### src/rtl/fifo_wr_arbiter_pkg.sv
// Shared types and helpers for the FIFO write-port arbiter.
package fifo_arb_pkg;

    typedef enum logic [0:0] {
        ARB_IDLE  = 1'b0,
        ARB_GRANT = 1'b1
    } arb_state_t;

    function automatic int id_width(input int n);
        return (n > 1) ? $clog2(n) : 1;
    endfunction

endpackage

### src/rtl/fifo_wr_arbiter_if.sv
// Requester handshake and FIFO write-port bundle; master = arbiter side.
interface fifo_wr_arbiter_if
    import fifo_arb_pkg::*;
#(
    parameter int NUM_REQ    = 4,
    parameter int DATA_WIDTH = 8
) ();
    localparam int ID_W = id_width(NUM_REQ);

    logic [NUM_REQ-1:0]            req_valid;
    logic [NUM_REQ*DATA_WIDTH-1:0] req_data;
    logic [NUM_REQ-1:0]            req_ready;
    logic                          fifo_full;
    logic                          fifo_w_en;
    logic [DATA_WIDTH-1:0]         fifo_data_in;
    logic                          grant_active;
    logic [ID_W-1:0]               grant_id;

    modport master (
        input  req_valid, req_data, fifo_full,
        output req_ready, fifo_w_en, fifo_data_in, grant_active, grant_id
    );

    modport slave (
        output req_valid, req_data, fifo_full,
        input  req_ready, fifo_w_en, fifo_data_in, grant_active, grant_id
    );
endinterface

### src/rtl/fifo_wr_arbiter_rr_priority_pick.sv
// Rotating-priority encoder: first set request at or after i_ptr, wrapping.
module rr_priority_pick #(
    parameter int NUM_REQ = 4,
    parameter int ID_W    = 2
) (
    input  logic [NUM_REQ-1:0] i_req,
    input  logic [ID_W-1:0]    i_ptr,
    output logic               o_found,
    output logic [ID_W-1:0]    o_idx
);
    logic [ID_W-1:0] w_cand;

    function automatic logic [ID_W-1:0] f_rot(input logic [ID_W-1:0] base, input int ofs);
        int sum;
        sum = int'(base) + ofs;
        if (sum >= NUM_REQ) sum -= NUM_REQ;
        return ID_W'(sum);
    endfunction

    // Scan from farthest to nearest so the closest hit to i_ptr is assigned last.
    always_comb begin
        o_found = 1'b0;
        o_idx   = '0;
        w_cand  = '0;
        for (int k = NUM_REQ - 1; k >= 0; k--) begin
            w_cand = f_rot(i_ptr, k);
            if (i_req[w_cand]) begin
                o_found = 1'b1;
                o_idx   = w_cand;
            end
        end
    end
endmodule

### src/rtl/fifo_wr_arbiter.sv
// Round-robin arbiter sharing one FIFO write port, with bounded bursts per grant.
module fifo_wr_arbiter
    import fifo_arb_pkg::*;
#(
    parameter int NUM_REQ    = 4,
    parameter int DATA_WIDTH = 8,
    parameter int MAX_BURST  = 4
) (
    input  logic             clk,
    input  logic             rst_n,
    fifo_wr_arbiter_if.master bus
);
    localparam int ID_W = id_width(NUM_REQ);
    localparam int BC_W = $clog2(MAX_BURST + 1);
    localparam logic [BC_W-1:0] LAST_BEAT = BC_W'(MAX_BURST - 1);
    localparam logic [ID_W-1:0] LAST_ID   = ID_W'(NUM_REQ - 1);

    arb_state_t            r_state, w_state_nxt;
    logic [ID_W-1:0]       r_grant_id, w_grant_id_nxt;
    logic [ID_W-1:0]       r_rr_ptr, w_rr_ptr_nxt;
    logic [BC_W-1:0]       r_beat_cnt, w_beat_cnt_nxt;
    logic [ID_W-1:0]       w_release_ptr, w_pick_ptr, w_pick_idx;
    logic                  w_active, w_beat, w_release, w_pick_found;
    logic [DATA_WIDTH-1:0] w_slice [NUM_REQ];

    for (genvar g = 0; g < NUM_REQ; g++) begin : g_slice
        assign w_slice[g] = bus.req_data[g*DATA_WIDTH +: DATA_WIDTH];
    end

    assign w_active      = (r_state == ARB_GRANT);
    assign w_beat        = w_active && !bus.fifo_full && bus.req_valid[r_grant_id];
    assign w_release     = w_active && ((w_beat && (r_beat_cnt == LAST_BEAT)) ||
                                        !bus.req_valid[r_grant_id]);
    assign w_release_ptr = (r_grant_id == LAST_ID) ? '0 : r_grant_id + 1'b1;
    // On release the next winner is chosen from the advanced pointer in the same cycle.
    assign w_pick_ptr    = w_active ? w_release_ptr : r_rr_ptr;

    rr_priority_pick #(
        .NUM_REQ (NUM_REQ),
        .ID_W    (ID_W)
    ) u_pick (
        .i_req   (bus.req_valid),
        .i_ptr   (w_pick_ptr),
        .o_found (w_pick_found),
        .o_idx   (w_pick_idx)
    );

    always_ff @(posedge clk or negedge rst_n) begin
        if (!rst_n) begin
            r_state    <= ARB_IDLE;
            r_grant_id <= '0;
            r_beat_cnt <= '0;
            r_rr_ptr   <= '0;
        end else begin
            r_state    <= w_state_nxt;
            r_grant_id <= w_grant_id_nxt;
            r_beat_cnt <= w_beat_cnt_nxt;
            r_rr_ptr   <= w_rr_ptr_nxt;
        end
    end

    always_comb begin
        w_state_nxt    = r_state;
        w_grant_id_nxt = r_grant_id;
        w_beat_cnt_nxt = r_beat_cnt;
        w_rr_ptr_nxt   = r_rr_ptr;
        case (r_state)
            ARB_IDLE: begin
                if (w_pick_found) begin
                    w_state_nxt    = ARB_GRANT;
                    w_grant_id_nxt = w_pick_idx;
                    w_beat_cnt_nxt = '0;
                end
            end
            ARB_GRANT: begin
                if (w_beat) w_beat_cnt_nxt = r_beat_cnt + 1'b1;
                if (w_release) begin
                    w_rr_ptr_nxt   = w_release_ptr;
                    w_beat_cnt_nxt = '0;
                    if (w_pick_found) w_grant_id_nxt = w_pick_idx;
                    else              w_state_nxt    = ARB_IDLE;
                end
            end
            default: w_state_nxt = ARB_IDLE;
        endcase
    end

    always_comb begin
        bus.req_ready = '0;
        if (w_active && !bus.fifo_full) bus.req_ready[r_grant_id] = 1'b1;
    end

    assign bus.fifo_w_en    = w_beat;
    assign bus.fifo_data_in = w_active ? w_slice[r_grant_id] : '0;
    assign bus.grant_active = w_active;
    assign bus.grant_id     = r_grant_id;
endmodule
### src/flat_wrapper.sv
// flat-port wrapper written by rule: the top's interface ports become plain ports
module fifo_wr_arbiter_flat import fifo_arb_pkg::*;
#(
    parameter int NUM_REQ    = 4,
    parameter int DATA_WIDTH = 8,
    parameter int MAX_BURST  = 4
)
  (clk, rst_n, bus_req_valid, bus_req_data, bus_fifo_full, bus_req_ready, bus_fifo_w_en, bus_fifo_data_in, bus_grant_active, bus_grant_id);
  fifo_wr_arbiter_if #(.NUM_REQ(NUM_REQ), .DATA_WIDTH(DATA_WIDTH)) bus_i ();
  input  logic clk;
  input  logic rst_n;
  input wire logic [$bits(bus_i.req_valid)-1:0] bus_req_valid;
  input wire logic [$bits(bus_i.req_data)-1:0] bus_req_data;
  input wire logic [$bits(bus_i.fifo_full)-1:0] bus_fifo_full;
  output wire logic [$bits(bus_i.req_ready)-1:0] bus_req_ready;
  output wire logic [$bits(bus_i.fifo_w_en)-1:0] bus_fifo_w_en;
  output wire logic [$bits(bus_i.fifo_data_in)-1:0] bus_fifo_data_in;
  output wire logic [$bits(bus_i.grant_active)-1:0] bus_grant_active;
  output wire logic [$bits(bus_i.grant_id)-1:0] bus_grant_id;
  assign bus_i.req_valid = bus_req_valid;
  assign bus_i.req_data = bus_req_data;
  assign bus_i.fifo_full = bus_fifo_full;
  assign bus_req_ready = bus_i.req_ready;
  assign bus_fifo_w_en = bus_i.fifo_w_en;
  assign bus_fifo_data_in = bus_i.fifo_data_in;
  assign bus_grant_active = bus_i.grant_active;
  assign bus_grant_id = bus_i.grant_id;
  fifo_wr_arbiter #(.NUM_REQ(NUM_REQ), .DATA_WIDTH(DATA_WIDTH), .MAX_BURST(MAX_BURST)) u_core (.clk(clk), .rst_n(rst_n), .bus(bus_i));
endmodule
### config.mk
export PLATFORM = sky130hd
export DESIGN_NAME = fifo_wr_arbiter_flat
export DESIGN_NICKNAME = d
export VERILOG_FILES = /design/src/rtl/fifo_wr_arbiter_pkg.sv /design/src/rtl/fifo_wr_arbiter_if.sv /design/src/rtl/fifo_wr_arbiter_rr_priority_pick.sv /design/src/rtl/fifo_wr_arbiter.sv /design/src/flat_wrapper.sv
export SDC_FILE = /design/constraint.sdc
export NUM_CORES = 1
export LEC_CHECK = 0
export ABC_AREA = 1
export CAP_MARGIN = 25
export CORE_ASPECT_RATIO = 0.8
export CORE_UTILIZATION = 30
export DETAILED_ROUTE_END_ITERATION = 8
export SYNTH_ARGS = -nofsm -noshare
export SYNTH_HDL_FRONTEND = slang
export SYNTH_SLANG_ARGS = --single-unit
### constraint.sdc
create_clock -name clk -period 5.87 [get_ports clk]
set_clock_uncertainty 0.1 [all_clocks]
set_input_delay 0.587 -clock clk [delete_from_list [all_inputs] [get_ports clk]]
set_output_delay 0.587 -clock clk [all_outputs]
set_load 0.01 [all_outputs]
==> summary.txt, run 1 <==
Worst-margin pin slew - 0.914 ns
Clock-pin slew on the worst setup and hold paths - 0.04 ns
Post-CTS setup buffer count - 0
Starting Density - 0.321
Gpl congestion - 0.795
Area Growth Syn to Fin - 53.8%
Number of port buffers - 54
Slew HR - 0.391
RSZ-0062 raised after global routing - false
Async S/R FF share, synth - 1.00
Synth Flop Type - dfrtp_1
CP max stage delay - 0.93 ns
Crit Path Max Fanout - 27
Fmax achieved - 307 MHz
Yosys reg bits - 8
Failing checks - design-rule violations
TritonCTS Buffers - 3
Worst slack at placement - 2.79 ns
Synth top area share - 0.177
Setup violations, final - 0
Crit path from - u_core.bus.grant_id[0]
Slowest cell on crit path - dfrtp_1
Most used cell, CP - inv_1
Final Worst Setup Slack - 2.62 ns
Number of flops mapped to enable cells by yosys - 0
Number of remaining DRC errors - 4
Critical path buffers and inverters - 3
DR pass1 iterations - 6
Die W - 70.6 um
Via count - 1365
Clk sink count - 8
Clock Latency Late Sink - 0.23 ns
HPWL Detailed - 2.68 mm
WS Path Type - flip-flop to output port
Routed Antenna Nets - 0
Yosys warns - 0
Synth cell count leaders - 40 x nand2_1, 40 x nor2_1, 20 x inv_1, 20 x o21ai_0, 17 x nand3_1
Mean area per synthesized cell - 5.79 sq um
Worst hold slack - 0.368 ns
Crit start category - flip-flop
Antenna violations before repair - 0
Iter 0 DRT Violations - 95
Worst setup EP type - output port
Synth Cell Area - 1130 sq um
Sequential fraction of the synthesis area - 0.177
First-pass GRT wire length - 5.82 mm
PwrDens - 586 nW/um^2
Fin crit share - 0.554
Cells after Synth - 195
Power Total - 0.00102 W
VDD IR max - 0.367 mV
Post-Syn Nets - 240
Via density - 4.72
Post-CTS Hold Fix Bufs - 0
H-tree levels - 1
Overall Global Routing Usage - 0.184
Layout cells sized above 1 - 0.0931
CTS tree - done
Post-synth cell types - 22
Synth area leader - dfrtp_1
CP required - 5.18 ns
Number of global-route vias before repair - 1191
Run status - complete, but fails checks
Max Cap Viol - 0
Final hold violations - 0
Static Leak - 0.820 nW
Cell family with most CP delay - buffers and inverters
Io pins - 55
Pin count of the biggest net entering global routing - 28
Minimum clock period - 3.25 ns
Site Rows - 19
Nets - 294
DIE HEIGHT - 56.9 um
Clk buf depth - 2
Worst min-delay path startpoint - u_core.r_beat_cnt[2]
FF-to-FF Start - u_core.bus.grant_id[0]
HP Class - flip-flop to flip-flop
Arrival time worst endpoint - 2.57 ns
DR WL/cell - 12.3 um
Core Region - 3520 sq um
# resized after CTS - 0
Final Slew Violations - 0
Crit path cell chain - inv_1 -> ha_1 -> inv_1 -> nor2_1 -> clkdlybuf4s50_1
Die ar. - 4020 sq um
Top post-synthesis cells by area - dfrtp_1 18%, nand2_1 13%, nor2_1 13%
Root buffer cell - clkbuf_8
Wirelength, routed - 3.55 mm
Total global routing overflow - 0
ANT cells - 0
Setup TNS - 0 ns
-- cell usage in the layout, fill, tap and decap left out, drive strengths merged --
master         count
clkdlybuf4s50     54
nand2             53
nor2              43
o21ai             23
inv               22
nand3             18
a21oi             13
dfrtp              8
ha                 6
nand4              3
clkbuf             3
and2               1
-- power by group --
group / internal, W / leakage, nW / switching [W] / total, W
registers: 0.0000761 / 0.0986 / 0.0000563 / 0.000132
logic: 0.000336 / 0.700 / 0.000483 / 0.000820
clock network: 0.0000445 / 0.0216 / 0.0000223 / 0.0000668
total: 0.000457 / 0.820 / 0.000562 / 0.00102
-- logic make-up (layout without fill, tap and decap cells) --
family,count (synthesis),count (layout),synth area share
simple gates,118,118,0.497
fa+ha+maj,6,6,0.0664
buf+inv,27,79,0.0963
compound gates,36,36,0.163
flops,8,8,0.177
-- flip-flops by register name, indices dropped and copies added, names as in the netlist --
name	count
u_core.bus.grant_active	1
u_core.bus.grant_id	2
u_core.r_beat_cnt	3
u_core.r_rr_ptr	2
-- through the flow --
step / utilization / instances / instance area [sq um]
after CTS: 0.494 / 289 / 1740
final: 0.494 / 289 / 1740
after detailed placement: 0.482 / 286 / 1700
after global placement: 0.482 / 286 / 1700
after global routing: 0.494 / 289 / 1740
after floorplan: - / 195 / 1130
-- routing by layer --
layer  vias up  global-route usage  part of all wire
met1       590               0.283              0.52
li1        731                   -                 -
met3         3              0.0323             0.071
met5         -                   0                 0
met4         0              0.0429            0.0070
met2        41               0.264              0.40
-- path summary, 6_finish.rpt --
check	endpoint	slack, ns	depth (start not counted)
worst max-delay path	bus_req_ready[0]	2.62	5
worst min register to register	u_core.r_beat_cnt[2]	0.37	2
max in group asynchronous	u_core.r_rr_ptr[1]	4.88	1
worst max register to register	u_core.bus.grant_id[0]	2.78	14
worst min-delay path	u_core.r_beat_cnt[2]	0.37	2
min in group asynchronous	u_core.r_beat_cnt[0]	0.53	1
-- worst reg2reg max path, cell delays in order (launching register included) --
cell     delay (ns)
dfrtp_1        0.93
inv_1          0.49
ha_1           0.44
inv_1          0.07
nand2_1        0.06
nand2_2        0.14
nand3_1        0.10
nand2_2        0.10
nand2_1        0.06
nand2_2        0.12
nor2_8         0.05
nand2_2        0.08
nand2_1        0.07
nand2_1        0.06
nand2_1        0.10
-- final cells by class --
class	instances	area (sq um)
Tap cell	42	52.6
Fill cell	367	1780
Inverter	22	82.6
Timing Repair Buffer	54	541
Clock buffer	3	41.3
Sequential cell	8	200
Multi-Input combinational cell	160	821
Note: power is estimated with default switching activity, not from simulation.
==> run 2: changes to the inputs <==
==> constraint.sdc (replaced) <==
create_clock -name clk -period 3.17 [get_ports clk]
set_clock_uncertainty 0.1 [all_clocks]
set_input_delay 0.317 -clock clk [delete_from_list [all_inputs] [get_ports clk]]
set_output_delay 0.317 -clock clk [all_outputs]
set_load 0.01 [all_outputs]
==> run 2 against run 1 <==
  * The run still ends with design-rule violations left
  * Worst setup slack worse by 2.1 ns
  * Worst hold slack worse by 0.092 ns
  * Register-to-register slack worse by 2.1 ns
  * Count of clock-buffer cells in the layout unchanged
  * Wire length fell by 1.7%
  * Sequential power rose by 69%
  * Non-clock buffer count grew 3
  * Flip-flop and latch count did not move
  * Cell area up 1.3%
  * Largest power group unchanged
==> summary.txt, run 2 (synthesis gave the netlist of run 1 again) <==
Run status - complete, but fails checks
Failing checks - design-rule violations
Crit path cell chain - inv_2 -> a21oi_1 -> o21ai_1 -> nand2_1 -> nor2_1 -> clkdlybuf4s50_1
Die ar. - 4020 sq um
Minimum clock period - 2.69 ns
Nets - 297
Sw Share - 0.539
H-tree levels - 1
Post-CTS setup buffer count - 0
Commonest non-fill, non-tap cell in the layout - clkdlybuf4s50_1
Worst setup EP type - output port
Power Total - 0.00189 W
CTS tree - done
Gpl congestion - 0.830
Final Slew Violations - 0
DR WL/cell - 11.9 um
ANT cells - 0
Area Growth Syn to Fin - 55.8%
Number of flip-flops in the largest register - 3
Crit start category - flip-flop
Number of global-route vias before repair - 1190
Wirelength, routed - 3.49 mm
Cell family with most CP delay - buffers and inverters
Root buffer cell - clkbuf_8
Clk pwr share - 0.064
Setup TNS - 0 ns
HP Class - input port to async pin
CP max stage delay - 0.60 ns
Total global routing overflow - 0
RSZ-0062 raised after global routing - false
Clock Latency Late Sink - 0.23 ns
Comb pwr share - 0.818
Via count - 1367
Via density - 4.68
CP required - 2.75 ns
Flop-to-flop setup slack - 0.71 ns
Starting Density - 0.321
Clock-pin slew on the worst setup and hold paths - 0.04 ns
HPWL Detailed - 2.74 mm
Clk buf depth - 2
Worst hold slack - 0.276 ns
Psw - 0.00102 W
Routed Antenna Nets - 0
Core Region - 3520 sq um
PwrDens - 1070 nW/um^2
Setup violations, final - 0
DR pass1 iterations - 6
Static Leak - 0.834 nW
Pin count of the biggest net entering global routing - 18
Clk sink count - 8
Antenna violations before repair - 0
Final hold violations - 0
Final Worst Setup Slack - 0.479 ns
Critical path buffers and inverters - 2
Commonest cells after routing, fill and taps aside - 54 x clkdlybuf4s50_1, 40 x nor2_1, 40 x nand2_1, 20 x inv_1, 20 x o21ai_0
# resized after CTS - 0
Number of remaining DRC errors - 4
Iter 0 DRT Violations - 62
Post-CTS Hold Fix Bufs - 0
Worst-margin pin slew - 0.559 ns
WS Path Type - flip-flop to output port
Fmax achieved - 372 MHz
Int Pwr - 0.000869 W
First-pass GRT wire length - 5.76 mm
Die W - 70.6 um
Layout cells sized above 1 - 0.104
Fin util - 0.500
Register share of total power - 0.118
Worst reg2reg path endpoint - u_core.r_beat_cnt[0]
Arrival time worst endpoint - 2.27 ns
FF-to-FF Start - u_core.bus.grant_id[1]
Overall Global Routing Usage - 0.180
Worst slack at placement - 0.656 ns
Crit Path Max Fanout - 14
Max Cap Viol - 0
TritonCTS Buffers - 3
Top reg by flops - u_core.r_beat_cnt
DIE HEIGHT - 56.9 um
R2r worst-path depth - 14
Slowest cell on crit path - clkdlybuf4s50_1
Fin crit share - 0.849
Io pins - 55
VDD IR max - 0.574 mV
Slew HR - 0.628
Number of port buffers - 54
Site Rows - 19
[run 2: final cells by class]
| type | instances | area [sq um] |
|---|---|---|
| clock buffer | 3 | 41.3 |
| sequential | 8 | 200 |
| timing repair buffer | 57 | 563 |
| inverter | 22 | 82.6 |
| tap | 42 | 52.6 |
| multi-input combinational | 160 | 821 |
| fill | 391 | 1760 |
[run 2: power by group through the flow]
stage	Sequential [W]	Combinational [W]	Clock, W
2_1_floorplan	0.000189	0.00111	0
3_3_place_gp	0.000227	0.00156	0
3_5_place_dp	0.000224	0.00155	0
4_1_cts	0.000224	0.00156	0.000126
5_1_grt	0.000232	0.00174	0.000131
6_report	0.000223	0.00154	0.000120
[run 2: through the flow]
step                      instance area, sq um  instances
after floorplan                           1130        195
final                                     1760        292
after global placement                    1720        289
after detailed placement                  1720        289
after global routing                      1760        292
after CTS                                 1760        292
[run 2: worst register-to-register path, cell delays in order, from the launching register on]
cell and delay, ns:
dfrtp_1 0.68, inv_2 0.24, ha_1 0.35, inv_1 0.05, nand2_1 0.06, nand2_2 0.10, nand3_1 0.10, nand2_2 0.08
nand2_2 0.09, nand2_4 0.08, nor2_8 0.14, nand3_4 0.09, o21ai_2 0.10, nand2_1 0.08, nand2_1 0.06
[run 2: worst max-delay path by stage]
stage                            from                    to  slack (ns)  depth (start not counted)
6_report       u_core.bus.grant_id[1]         bus_fifo_w_en        0.48                          6
2_1_floorplan  u_core.bus.grant_id[0]  u_core.r_beat_cnt[0]        0.77                         16
4_1_cts        u_core.bus.grant_id[1]         bus_fifo_w_en        0.46                          6
5_1_grt        u_core.bus.grant_id[1]         bus_fifo_w_en        0.32                          6
3_3_place_gp         bus_req_valid[0]         bus_fifo_w_en        0.65                          6
3_5_place_dp         bus_req_valid[0]         bus_fifo_w_en        0.66                          6
[run 2: metal layers]
metal,GRT usage,vias to the layer above,routed length [um]
met5,0,-,0
met4,0.0286,0,36
met3,0.0431,6,237
met2,0.264,36,1380
met1,0.269,590,1840
li1,-,735,-
